[src/rtl/mmio_uart.sv]
// Memory-mapped UART: 8N1 transmitter/receiver with TX/RX FIFOs, programmable divisor.
// Define UART_IRQ_EN to add the IRQ_EN register and the irq output.
module mmio_uart #(
    parameter int unsigned DIV_RESET = 234,
    parameter int unsigned TX_DEPTH  = 16,
    parameter int unsigned RX_DEPTH  = 16
) (
    input  logic        clk,
    input  logic        resetn,
    input  logic        sel,
    input  logic [1:0]  addr,
    input  logic [31:0] wdata,
    input  logic [3:0]  wmask,
    input  logic        rstrb,
    output logic [31:0] rdata,
    input  logic        rx,
    output logic        tx
`ifdef UART_IRQ_EN
    ,
    output logic        irq
`endif
);

    localparam int unsigned TX_AW = $clog2(TX_DEPTH);
    localparam int unsigned RX_AW = $clog2(RX_DEPTH);

    typedef enum logic [1:0] {TX_IDLE, TX_START, TX_DATA, TX_STOP} tx_state_t;
    typedef enum logic [1:0] {RX_IDLE, RX_START, RX_DATA, RX_STOP} rx_state_t;

    logic        wr_en;
    logic        rd_en;
    logic [15:0] div_q;
    logic [15:0] div_m1;
    logic [15:0] half_m1;
    logic        frame_err;
    logic        rx_ovr;
    logic [5:0]  status;
    logic [31:0] rd_mux;
    logic        unused_bits;

    assign wr_en       = sel & (|wmask);
    assign rd_en       = sel & rstrb;
    assign div_m1      = div_q - 16'd1;
    assign half_m1     = (div_q >> 1) - 16'd1;
    assign unused_bits = ^wdata[31:16];

    // TX FIFO
    logic [7:0]     tx_mem [TX_DEPTH];
    logic [TX_AW:0] tx_wptr;
    logic [TX_AW:0] tx_rptr;
    logic           tx_empty;
    logic           tx_full;
    logic           tx_push;
    logic           tx_pop;
    logic [7:0]     tx_head;

    assign tx_empty = (tx_wptr == tx_rptr);
    assign tx_full  = (tx_wptr[TX_AW] != tx_rptr[TX_AW]) &&
                      (tx_wptr[TX_AW-1:0] == tx_rptr[TX_AW-1:0]);
    assign tx_head  = tx_mem[tx_rptr[TX_AW-1:0]];
    assign tx_push  = sel & wmask[0] & (addr == 2'd0) & (~tx_full | tx_pop);

    always_ff @(posedge clk) begin
        if (tx_push) tx_mem[tx_wptr[TX_AW-1:0]] <= wdata[7:0];
    end

    always_ff @(posedge clk) begin
        if (!resetn) begin
            tx_wptr <= '0;
            tx_rptr <= '0;
        end else begin
            if (tx_push) tx_wptr <= tx_wptr + (TX_AW+1)'(1);
            if (tx_pop)  tx_rptr <= tx_rptr + (TX_AW+1)'(1);
        end
    end

    // TX framing FSM
    tx_state_t  tx_state;
    logic [15:0] tx_cnt;
    logic [2:0]  tx_bit;
    logic [7:0]  tx_shift;

    assign tx_pop = ~tx_empty &
                    ((tx_state == TX_IDLE) || ((tx_state == TX_STOP) && (tx_cnt == 16'd0)));

    always_ff @(posedge clk) begin
        if (!resetn) begin
            tx_state <= TX_IDLE;
            tx       <= 1'b1;
            tx_cnt   <= 16'd0;
            tx_bit   <= 3'd0;
            tx_shift <= 8'd0;
        end else begin
            case (tx_state)
                TX_IDLE: begin
                    tx <= 1'b1;
                    if (tx_pop) begin
                        tx_shift <= tx_head;
                        tx       <= 1'b0;
                        tx_cnt   <= div_m1;
                        tx_state <= TX_START;
                    end
                end
                TX_START: begin
                    if (tx_cnt == 16'd0) begin
                        tx_cnt   <= div_m1;
                        tx       <= tx_shift[0];
                        tx_bit   <= 3'd0;
                        tx_state <= TX_DATA;
                    end else begin
                        tx_cnt <= tx_cnt - 16'd1;
                    end
                end
                TX_DATA: begin
                    if (tx_cnt == 16'd0) begin
                        tx_cnt <= div_m1;
                        if (tx_bit == 3'd7) begin
                            tx       <= 1'b1;
                            tx_state <= TX_STOP;
                        end else begin
                            tx_shift <= {1'b0, tx_shift[7:1]};
                            tx       <= tx_shift[1];
                            tx_bit   <= tx_bit + 3'd1;
                        end
                    end else begin
                        tx_cnt <= tx_cnt - 16'd1;
                    end
                end
                TX_STOP: begin
                    if (tx_cnt == 16'd0) begin
                        if (tx_pop) begin
                            tx_shift <= tx_head;
                            tx       <= 1'b0;
                            tx_cnt   <= div_m1;
                            tx_state <= TX_START;
                        end else begin
                            tx_state <= TX_IDLE;
                        end
                    end else begin
                        tx_cnt <= tx_cnt - 16'd1;
                    end
                end
                default: tx_state <= TX_IDLE;
            endcase
        end
    end

    // RX FIFO
    logic [7:0]     rx_mem [RX_DEPTH];
    logic [RX_AW:0] rx_wptr;
    logic [RX_AW:0] rx_rptr;
    logic           rx_empty;
    logic           rx_full;
    logic           rx_push;
    logic           rx_pop;
    logic [7:0]     rx_byte;

    rx_state_t   rx_state;
    logic [15:0] rx_cnt;
    logic [2:0]  rx_bit;
    logic [7:0]  rx_shift;
    logic        rx_s1;
    logic        rx_s2;
    logic        rx_s3;
    logic        rx_stop_hit;
    logic        rx_push_req;

    assign rx_empty    = (rx_wptr == rx_rptr);
    assign rx_full     = (rx_wptr[RX_AW] != rx_rptr[RX_AW]) &&
                         (rx_wptr[RX_AW-1:0] == rx_rptr[RX_AW-1:0]);
    assign rx_byte     = rx_empty ? 8'd0 : rx_mem[rx_rptr[RX_AW-1:0]];
    assign rx_pop      = rd_en & (addr == 2'd0) & ~rx_empty;
    assign rx_stop_hit = (rx_state == RX_STOP) && (rx_cnt == 16'd0);
    assign rx_push_req = rx_stop_hit & rx_s2;
    assign rx_push     = rx_push_req & (~rx_full | rx_pop);

    always_ff @(posedge clk) begin
        if (rx_push) rx_mem[rx_wptr[RX_AW-1:0]] <= rx_shift;
    end

    always_ff @(posedge clk) begin
        if (!resetn) begin
            rx_wptr <= '0;
            rx_rptr <= '0;
        end else begin
            if (rx_push) rx_wptr <= rx_wptr + (RX_AW+1)'(1);
            if (rx_pop)  rx_rptr <= rx_rptr + (RX_AW+1)'(1);
        end
    end

    // RX synchroniser (s1, s2) plus one delayed copy for falling-edge detection
    always_ff @(posedge clk) begin
        if (!resetn) begin
            rx_s1 <= 1'b1;
            rx_s2 <= 1'b1;
            rx_s3 <= 1'b1;
        end else begin
            rx_s1 <= rx;
            rx_s2 <= rx_s1;
            rx_s3 <= rx_s2;
        end
    end

    // RX framing FSM; samples at mid-bit, start bit re-checked to reject glitches
    always_ff @(posedge clk) begin
        if (!resetn) begin
            rx_state <= RX_IDLE;
            rx_cnt   <= 16'd0;
            rx_bit   <= 3'd0;
            rx_shift <= 8'd0;
        end else begin
            case (rx_state)
                RX_IDLE: begin
                    if (rx_s3 && !rx_s2) begin
                        rx_cnt   <= half_m1;
                        rx_state <= RX_START;
                    end
                end
                RX_START: begin
                    if (rx_cnt == 16'd0) begin
                        if (rx_s2) begin
                            rx_state <= RX_IDLE;
                        end else begin
                            rx_cnt   <= div_m1;
                            rx_bit   <= 3'd0;
                            rx_state <= RX_DATA;
                        end
                    end else begin
                        rx_cnt <= rx_cnt - 16'd1;
                    end
                end
                RX_DATA: begin
                    if (rx_cnt == 16'd0) begin
                        rx_shift <= {rx_s2, rx_shift[7:1]};
                        rx_cnt   <= div_m1;
                        if (rx_bit == 3'd7) rx_state <= RX_STOP;
                        else                rx_bit   <= rx_bit + 3'd1;
                    end else begin
                        rx_cnt <= rx_cnt - 16'd1;
                    end
                end
                RX_STOP: begin
                    if (rx_cnt == 16'd0) rx_state <= RX_IDLE;
                    else                 rx_cnt   <= rx_cnt - 16'd1;
                end
                default: rx_state <= RX_IDLE;
            endcase
        end
    end

    // Sticky error flags; a new event in the same cycle wins over the clear
    always_ff @(posedge clk) begin
        if (!resetn) begin
            frame_err <= 1'b0;
            rx_ovr    <= 1'b0;
        end else begin
            if (rx_stop_hit && !rx_s2)                     frame_err <= 1'b1;
            else if (wr_en && (addr == 2'd1) && wdata[5])  frame_err <= 1'b0;
            if (rx_push_req && rx_full && !rx_pop)         rx_ovr    <= 1'b1;
            else if (wr_en && (addr == 2'd1) && wdata[4])  rx_ovr    <= 1'b0;
        end
    end

    always_ff @(posedge clk) begin
        if (!resetn) begin
            div_q <= 16'(DIV_RESET);
        end else if (wr_en && (addr == 2'd2)) begin
            div_q <= (wdata[15:0] < 16'd4) ? 16'd4 : wdata[15:0];
        end
    end

`ifdef UART_IRQ_EN
    logic [2:0] irq_en;

    always_ff @(posedge clk) begin
        if (!resetn) begin
            irq_en <= 3'd0;
            irq    <= 1'b0;
        end else begin
            if (wr_en && (addr == 2'd3)) irq_en <= wdata[2:0];
            irq <= (irq_en[0] & ~rx_empty) | (irq_en[1] & tx_empty) |
                   (irq_en[2] & (rx_ovr | frame_err));
        end
    end
`endif

    assign status = {frame_err, rx_ovr, rx_full, rx_empty, tx_full, tx_empty};

    always_comb begin
        rd_mux = 32'd0;
        case (addr)
            2'd0: rd_mux = {23'd0, ~rx_empty, rx_byte};
            2'd1: rd_mux = {26'd0, status};
            2'd2: rd_mux = {16'd0, div_q};
`ifdef UART_IRQ_EN
            2'd3: rd_mux = {29'd0, irq_en};
`else
            2'd3: rd_mux = 32'd0;
`endif
            default: rd_mux = 32'd0;
        endcase
    end

    always_ff @(posedge clk) begin
        if (!resetn)    rdata <= 32'd0;
        else if (rd_en) rdata <= rd_mux;
    end

endmodule

[config.mk]
export PLATFORM = sky130hd
export DESIGN_NAME = mmio_uart
export DESIGN_NICKNAME = d
export VERILOG_FILES = /design/src/rtl/mmio_uart.sv
export SDC_FILE = /design/constraint.sdc
export NUM_CORES = 1
export LEC_CHECK = 0
export BUFFER_PORTS_ARGS = -buffer_cell sky130_fd_sc_hd__buf_2
export CAP_MARGIN = 20
export CORE_MARGIN = 2
export CORE_UTILIZATION = 42
export DETAILED_ROUTE_END_ITERATION = 8
export PLACE_DENSITY_LB_ADDON = 0.05
export SLEW_MARGIN = 20
export SYNTH_ARGS = -nofsm -noshare
export SYNTH_HDL_FRONTEND = slang
export SYNTH_SLANG_ARGS = --single-unit
[constraint.sdc]
create_clock -name clk -period 4 [get_ports clk]
set_clock_uncertainty 0.1 [all_clocks]
set_input_delay 0 -clock clk [delete_from_list [all_inputs] [get_ports clk]]
set_output_delay 0 -clock clk [all_outputs]
set_load 0.005 [all_outputs]
==> impl_metrics.prom <==
# TYPE chip_impl_metric gauge
chip_impl_metric{name="timing.critical_path.fanout_max",unit=""} 8
chip_impl_metric{name="ant_nets",unit=""} 0
chip_impl_info{name="endpoint_type_of_the_worst_setup_path",value="register"} 1
chip_impl_metric{name="finalCritPeriodShare",unit="%"} 78.1
chip_impl_info{name="ys_top_cells_by_area",value="sky130_fd_sc_hd__edfxtp_1 45%, sky130_fd_sc_hd__dfxtp_1 15%, sky130_fd_sc_hd__mux4_2 10%"} 1
chip_impl_metric{name="antenna_cells_inserted",unit=""} 0
chip_impl_info{name="dominant_combinational_cell_family_by_area_after_synthesis",value="multiplexers"} 1
chip_impl_metric{name="cts_max_path_buffers",unit=""} 3
chip_impl_metric{name="worst-r2r-cell-count",unit=""} 6
chip_impl_info{name="clockRootBuffer",value="sky130_fd_sc_hd__clkbuf_16"} 1
chip_impl_metric{name="p_int",unit="uW"} 7490
chip_impl_metric{name="async_set_or_reset_flop_fraction_in_the_synthesized_netlist",unit="%"} 0
chip_impl_metric{name="synth_xor_xnor_area_share",unit="%"} 3.79
chip_impl_metric{name="final_wirelength",unit="mm"} 43.7
chip_impl_metric{name="max_slew_margin",unit="%"} 38.4
chip_impl_metric{name="fin_util",unit="%"} 48.7
chip_impl_metric{name="clk_pin_slew_worst_paths",unit="ns"} 0.06
chip_impl_metric{name="share_clk_of_total_power",unit="%"} 33.2
chip_impl_metric{name="post_synth_mux_area_share",unit="%"} 11.7
chip_impl_metric{name="max_clock_freq",unit="GHz"} 0.320
chip_impl_metric{name="maxCapViolCount",unit=""} 0
chip_impl_metric{name="fin_setup_tns",unit="ns"} 0
chip_impl_metric{name="setup_viol",unit=""} 0
chip_impl_metric{name="whs",unit="ns"} 0.209
chip_impl_info{name="count_leader_synth",value="sky130_fd_sc_hd__edfxtp_1"} 1
chip_impl_metric{name="netlist.area_leader.share",unit="%"} 45.0
chip_impl_metric{name="post_synth_and_or_nand_nor_area_fraction",unit="%"} 11.0
chip_impl_metric{name="postSynthRegisterBits",unit=""} 380
chip_impl_info{name="worstPathCellList",value="or3_1 -> nor4b_4 -> nand4_4 -> nor2_2 -> nand2_1 -> nor2_1"} 1
chip_impl_metric{name="detail_route.iter0.violations",unit=""} 838
chip_impl_metric{name="row_count",unit=""} 73
chip_impl_info{name="crit_type",value="register to register"} 1
chip_impl_metric{name="count_of_flip_flops_with_a_built_in_enable_after_synthesis",unit=""} 256
chip_impl_metric{name="floorplan.die.height",unit="um"} 206
chip_impl_info{name="crit-reg2reg-launch",value="rx_cnt[2]$_SDFFE_PN0P_"} 1
chip_impl_metric{name="preCtsSetupSlack",unit="ns"} 0.867
chip_impl_info{name="tritoncts",value="yes"} 1
chip_impl_metric{name="antenna_found_initial",unit=""} 0
chip_impl_info{name="yosys_most_used_dff",value="sky130_fd_sc_hd__edfxtp_1"} 1
chip_impl_info{name="cell_with_the_largest_stage_delay_on_the_worst_path",value="sky130_fd_sc_hd__nor2_1"} 1
chip_impl_metric{name="grt_start_max_net_pins",unit=""} 53
chip_impl_metric{name="die-area",unit="um^2"} 42300
chip_impl_metric{name="post_layout_worst_setup_margin",unit="ns"} 0.877
chip_impl_metric{name="ios",unit=""} 76
chip_impl_metric{name="arrival",unit="ns"} 3.22
chip_impl_metric{name="final_weighted_congestion_in_routability_driven_placement",unit=""} 0.842
chip_impl_metric{name="synth-adder-area-share",unit="%"} 2.12
chip_impl_info{name="rsz0062_at_grt",value="false"} 1
chip_impl_metric{name="worst_slew_pin_slew",unit="ns"} 0.921
chip_impl_info{name="critPathCapture",value="rx_mem[4][5]$_DFFE_PP_"} 1
chip_impl_metric{name="port-buffer-count",unit=""} 43
chip_impl_metric{name="drt_pre_antenna_iters",unit=""} 5
chip_impl_metric{name="post-cts-setup-buffer-count",unit=""} 0
chip_impl_metric{name="core-area",unit="um^2"} 39900
chip_impl_metric{name="post_synth_instance_area",unit="um^2"} 17100
chip_impl_metric{name="detailedPlacementHpwl",unit="mm"} 28.8
chip_impl_info{name="cpLargestDelayFamily",value="simple AND/OR/NAND/NOR gates"} 1
chip_impl_info{name="startpoint_type",value="register"} 1
chip_impl_metric{name="final_nets",unit=""} 1449
chip_impl_metric{name="static-leakage-power",unit="uW"} 0.00661
chip_impl_metric{name="yosysSeqAreaShare",unit="%"} 59.5
chip_impl_metric{name="postCtsResizedCells",unit=""} 0
chip_impl_metric{name="global_route_wire_length_before_repair",unit="mm"} 66.1
chip_impl_info{name="post-synth-top-area-cell",value="sky130_fd_sc_hd__edfxtp_1"} 1
chip_impl_metric{name="layout_cells_sized_above_1",unit="%"} 16.8
chip_impl_metric{name="routed_via_density",unit=""} 5.63
chip_impl_metric{name="syn-mean-instance-area",unit="um^2"} 13.1
chip_impl_metric{name="effective_utilization_at_floorplan",unit="%"} 42.8
chip_impl_metric{name="route.vias.total",unit=""} 10900
chip_impl_metric{name="flow.area_growth_from_synthesis",unit="%"} 13.8
chip_impl_metric{name="worstSkewPairLatency",unit="ns"} 0.57
chip_impl_metric{name="cts_num_sinks",unit=""} 380
chip_impl_metric{name="cts_max_level",unit=""} 2
chip_impl_metric{name="worstPathRequired",unit="ns"} 4.10
chip_impl_info{name="r2r_end",value="rx_mem[4][5]$_DFFE_PP_"} 1
chip_impl_metric{name="wl_per_instance",unit="um"} 22.6
chip_impl_metric{name="critical_path.max_stage_delay",unit="ns"} 0.64
chip_impl_metric{name="groute.usage.overall",unit="%"} 21.1
chip_impl_info{name="status",value="finished clean"} 1
chip_impl_metric{name="worstSetupPathDepth",unit=""} 6
chip_impl_metric{name="r2r_slack",unit="ns"} 0.88
chip_impl_metric{name="timing_hold_violations_final",unit=""} 0
chip_impl_metric{name="yosys.cell_types.count",unit=""} 80
chip_impl_metric{name="total_count_of_max_transition_violations_in_the_final_report",unit=""} 0
chip_impl_metric{name="synthesized_instance_count",unit=""} 1303
chip_impl_metric{name="drc",unit=""} 0
chip_impl_metric{name="seq_power_share",unit="%"} 41.6
chip_impl_info{name="ys_top_cells_by_count",value="256 x sky130_fd_sc_hd__edfxtp_1, 124 x sky130_fd_sc_hd__dfxtp_1, 102 x sky130_fd_sc_hd__nor2_1, 95 x sky130_fd_sc_hd__nand2_1, 78 x sky130_fd_sc_hd__mux4_2"} 1
chip_impl_metric{name="die_width",unit="um"} 206
chip_impl_metric{name="power.combinational.fraction",unit="%"} 25.2
chip_impl_metric{name="grt.overflow.total",unit=""} 0
chip_impl_metric{name="cts_inserted_buffers",unit=""} 43
chip_impl_info{name="worst_hold_path_type",value="primary input to register"} 1
chip_impl_metric{name="compound_gate_portion_of_the_synthesized_area",unit="%"} 8.74
chip_impl_metric{name="sw_frac_of_total",unit="%"} 31.1
chip_impl_metric{name="first_global_vias",unit=""} 10700
chip_impl_info{name="startpoint",value="rx_cnt[2]$_SDFFE_PN0P_"} 1
chip_impl_metric{name="synth-warning-count",unit=""} 0
chip_impl_metric{name="final_period_minus_worst_setup_slack",unit="ns"} 3.12
chip_impl_metric{name="worst_ir_drop_vdd",unit="uV"} 354
chip_impl_metric{name="count_of_buffer_and_inverter_cells_on_the_critical_path",unit=""} 0
chip_impl_metric{name="p_switching",unit="uW"} 3390
chip_impl_metric{name="power_density",unit="nW/um^2"} 559
[cells in the final DEF, fill, tap and decap left out, types with 14 or more instances in the layout]
cell type	synthesis	layout
sky130_fd_sc_hd__nor3_1	24	24
sky130_fd_sc_hd__mux2i_1	22	22
sky130_fd_sc_hd__ha_1	29	29
sky130_fd_sc_hd__mux4_2	78	78
sky130_fd_sc_hd__buf_4	16	32
sky130_fd_sc_hd__conb_1	1	16
sky130_fd_sc_hd__inv_1	26	25
sky130_fd_sc_hd__dfxtp_1	124	121
sky130_fd_sc_hd__clkbuf_16	0	44
sky130_fd_sc_hd__o21ai_0	35	35
sky130_fd_sc_hd__buf_2	17	43
sky130_fd_sc_hd__nor2_1	102	102
sky130_fd_sc_hd__edfxtp_1	256	256
sky130_fd_sc_hd__and3_1	22	22
sky130_fd_sc_hd__a21oi_1	74	74
sky130_fd_sc_hd__xnor2_1	42	42
sky130_fd_sc_hd__a22oi_1	19	19
sky130_fd_sc_hd__clkbuf_1	58	14
sky130_fd_sc_hd__nand3_1	43	43
sky130_fd_sc_hd__xor2_1	32	32
sky130_fd_sc_hd__dlygate4sd3_1	0	34
sky130_fd_sc_hd__nand2_1	95	95
[repair_timing]
action                     CTS  global route
hold buffers                34             0
hold endpoints to repair   179             0
setup endpoints to repair    0             0
[stage by stage]
step	cell area [um^2]	std cells	power, uW
global route	19400	1932	11400
detailed placement	17800	1823	7320
floorplan	17100	1318	6690
finish	19400	1932	10900
CTS	19400	1932	11000
global placement	17800	1823	7310
[worst register-to-register path, stage by stage (launching register included)]
cell,delay (ns)
sky130_fd_sc_hd__dfxtp_1,0.36
sky130_fd_sc_hd__or3_1,0.53
sky130_fd_sc_hd__nor4b_4,0.51
sky130_fd_sc_hd__nand4_4,0.22
sky130_fd_sc_hd__nor2_2,0.25
sky130_fd_sc_hd__nand2_1,0.16
sky130_fd_sc_hd__nor2_1,0.64
[cells by family after synthesis]
| kind of cell | after synthesis |
|---|---|
| flops | 380 |
| compound gates | 224 |
| xor+xnor | 74 |
| buf+inv | 122 |
| other cells | 1 |
| fa+ha+maj | 29 |
| simple gates | 371 |
| mux | 102 |
[flip-flops by register name, indices dropped and copies added (netlist names), 2 cells and up, named ones only]
register,cells
rx_mem,128
tx_mem,128
div_q,16
rdata,16
rx_cnt,16
tx_cnt,16
rx_shift,8
tx_shift,8
rx_rptr,5
rx_wptr,5
tx_rptr,5
tx_wptr,5
rx_bit,3
tx_bit,3
tx_state,2
[layout make-up]
type | count | area (um^2)
sequential | 380 | 10200
inverter | 26 | 97.6
clock buffer | 59 | 1170
timing repair buffer | 110 | 816
multi-input combinational | 816 | 6440
clock inverter | 16 | 88.8
fill | 3498 | 20500
tap | 525 | 657
[routing by layer]
layer	global-route usage, %	routed length [um]	vias up
li1	-	-	5065
met1	30.1	20600	5491
met2	32.0	19600	249
met3	3.47	1810	76
met4	8.81	1650	0
met5	0	0	-
[power by group through the flow]
stage	clock [uW]	sequential [uW]	combinational, uW
floorplan	0	4530	2160
global placement	0	4610	2700
detailed placement	0	4610	2710
CTS	3690	4530	2750
global route	3850	4560	3040
finish	3610	4530	2740
[worst min-delay path by stage]
stage,from,end,slack (ns),depth (start not counted)
3_5_place_dp,rx,rx_s1$_SDFF_PN1_,0.1,2
5_1_grt,wdata[11],div_q[11]$_SDFFE_PN0P_,0.21,4
6_report,wmask[2],div_q[4]$_SDFFE_PN0P_,0.21,5
3_3_place_gp,rx,rx_s1$_SDFF_PN1_,0.1,2
2_1_floorplan,wdata[0],tx_mem[0][0]$_DFFE_PP_,-0.001,0
4_1_cts,wmask[2],div_q[4]$_SDFFE_PN0P_,0.18,5
No activity file was read; power rests on OpenSTA's default activity.
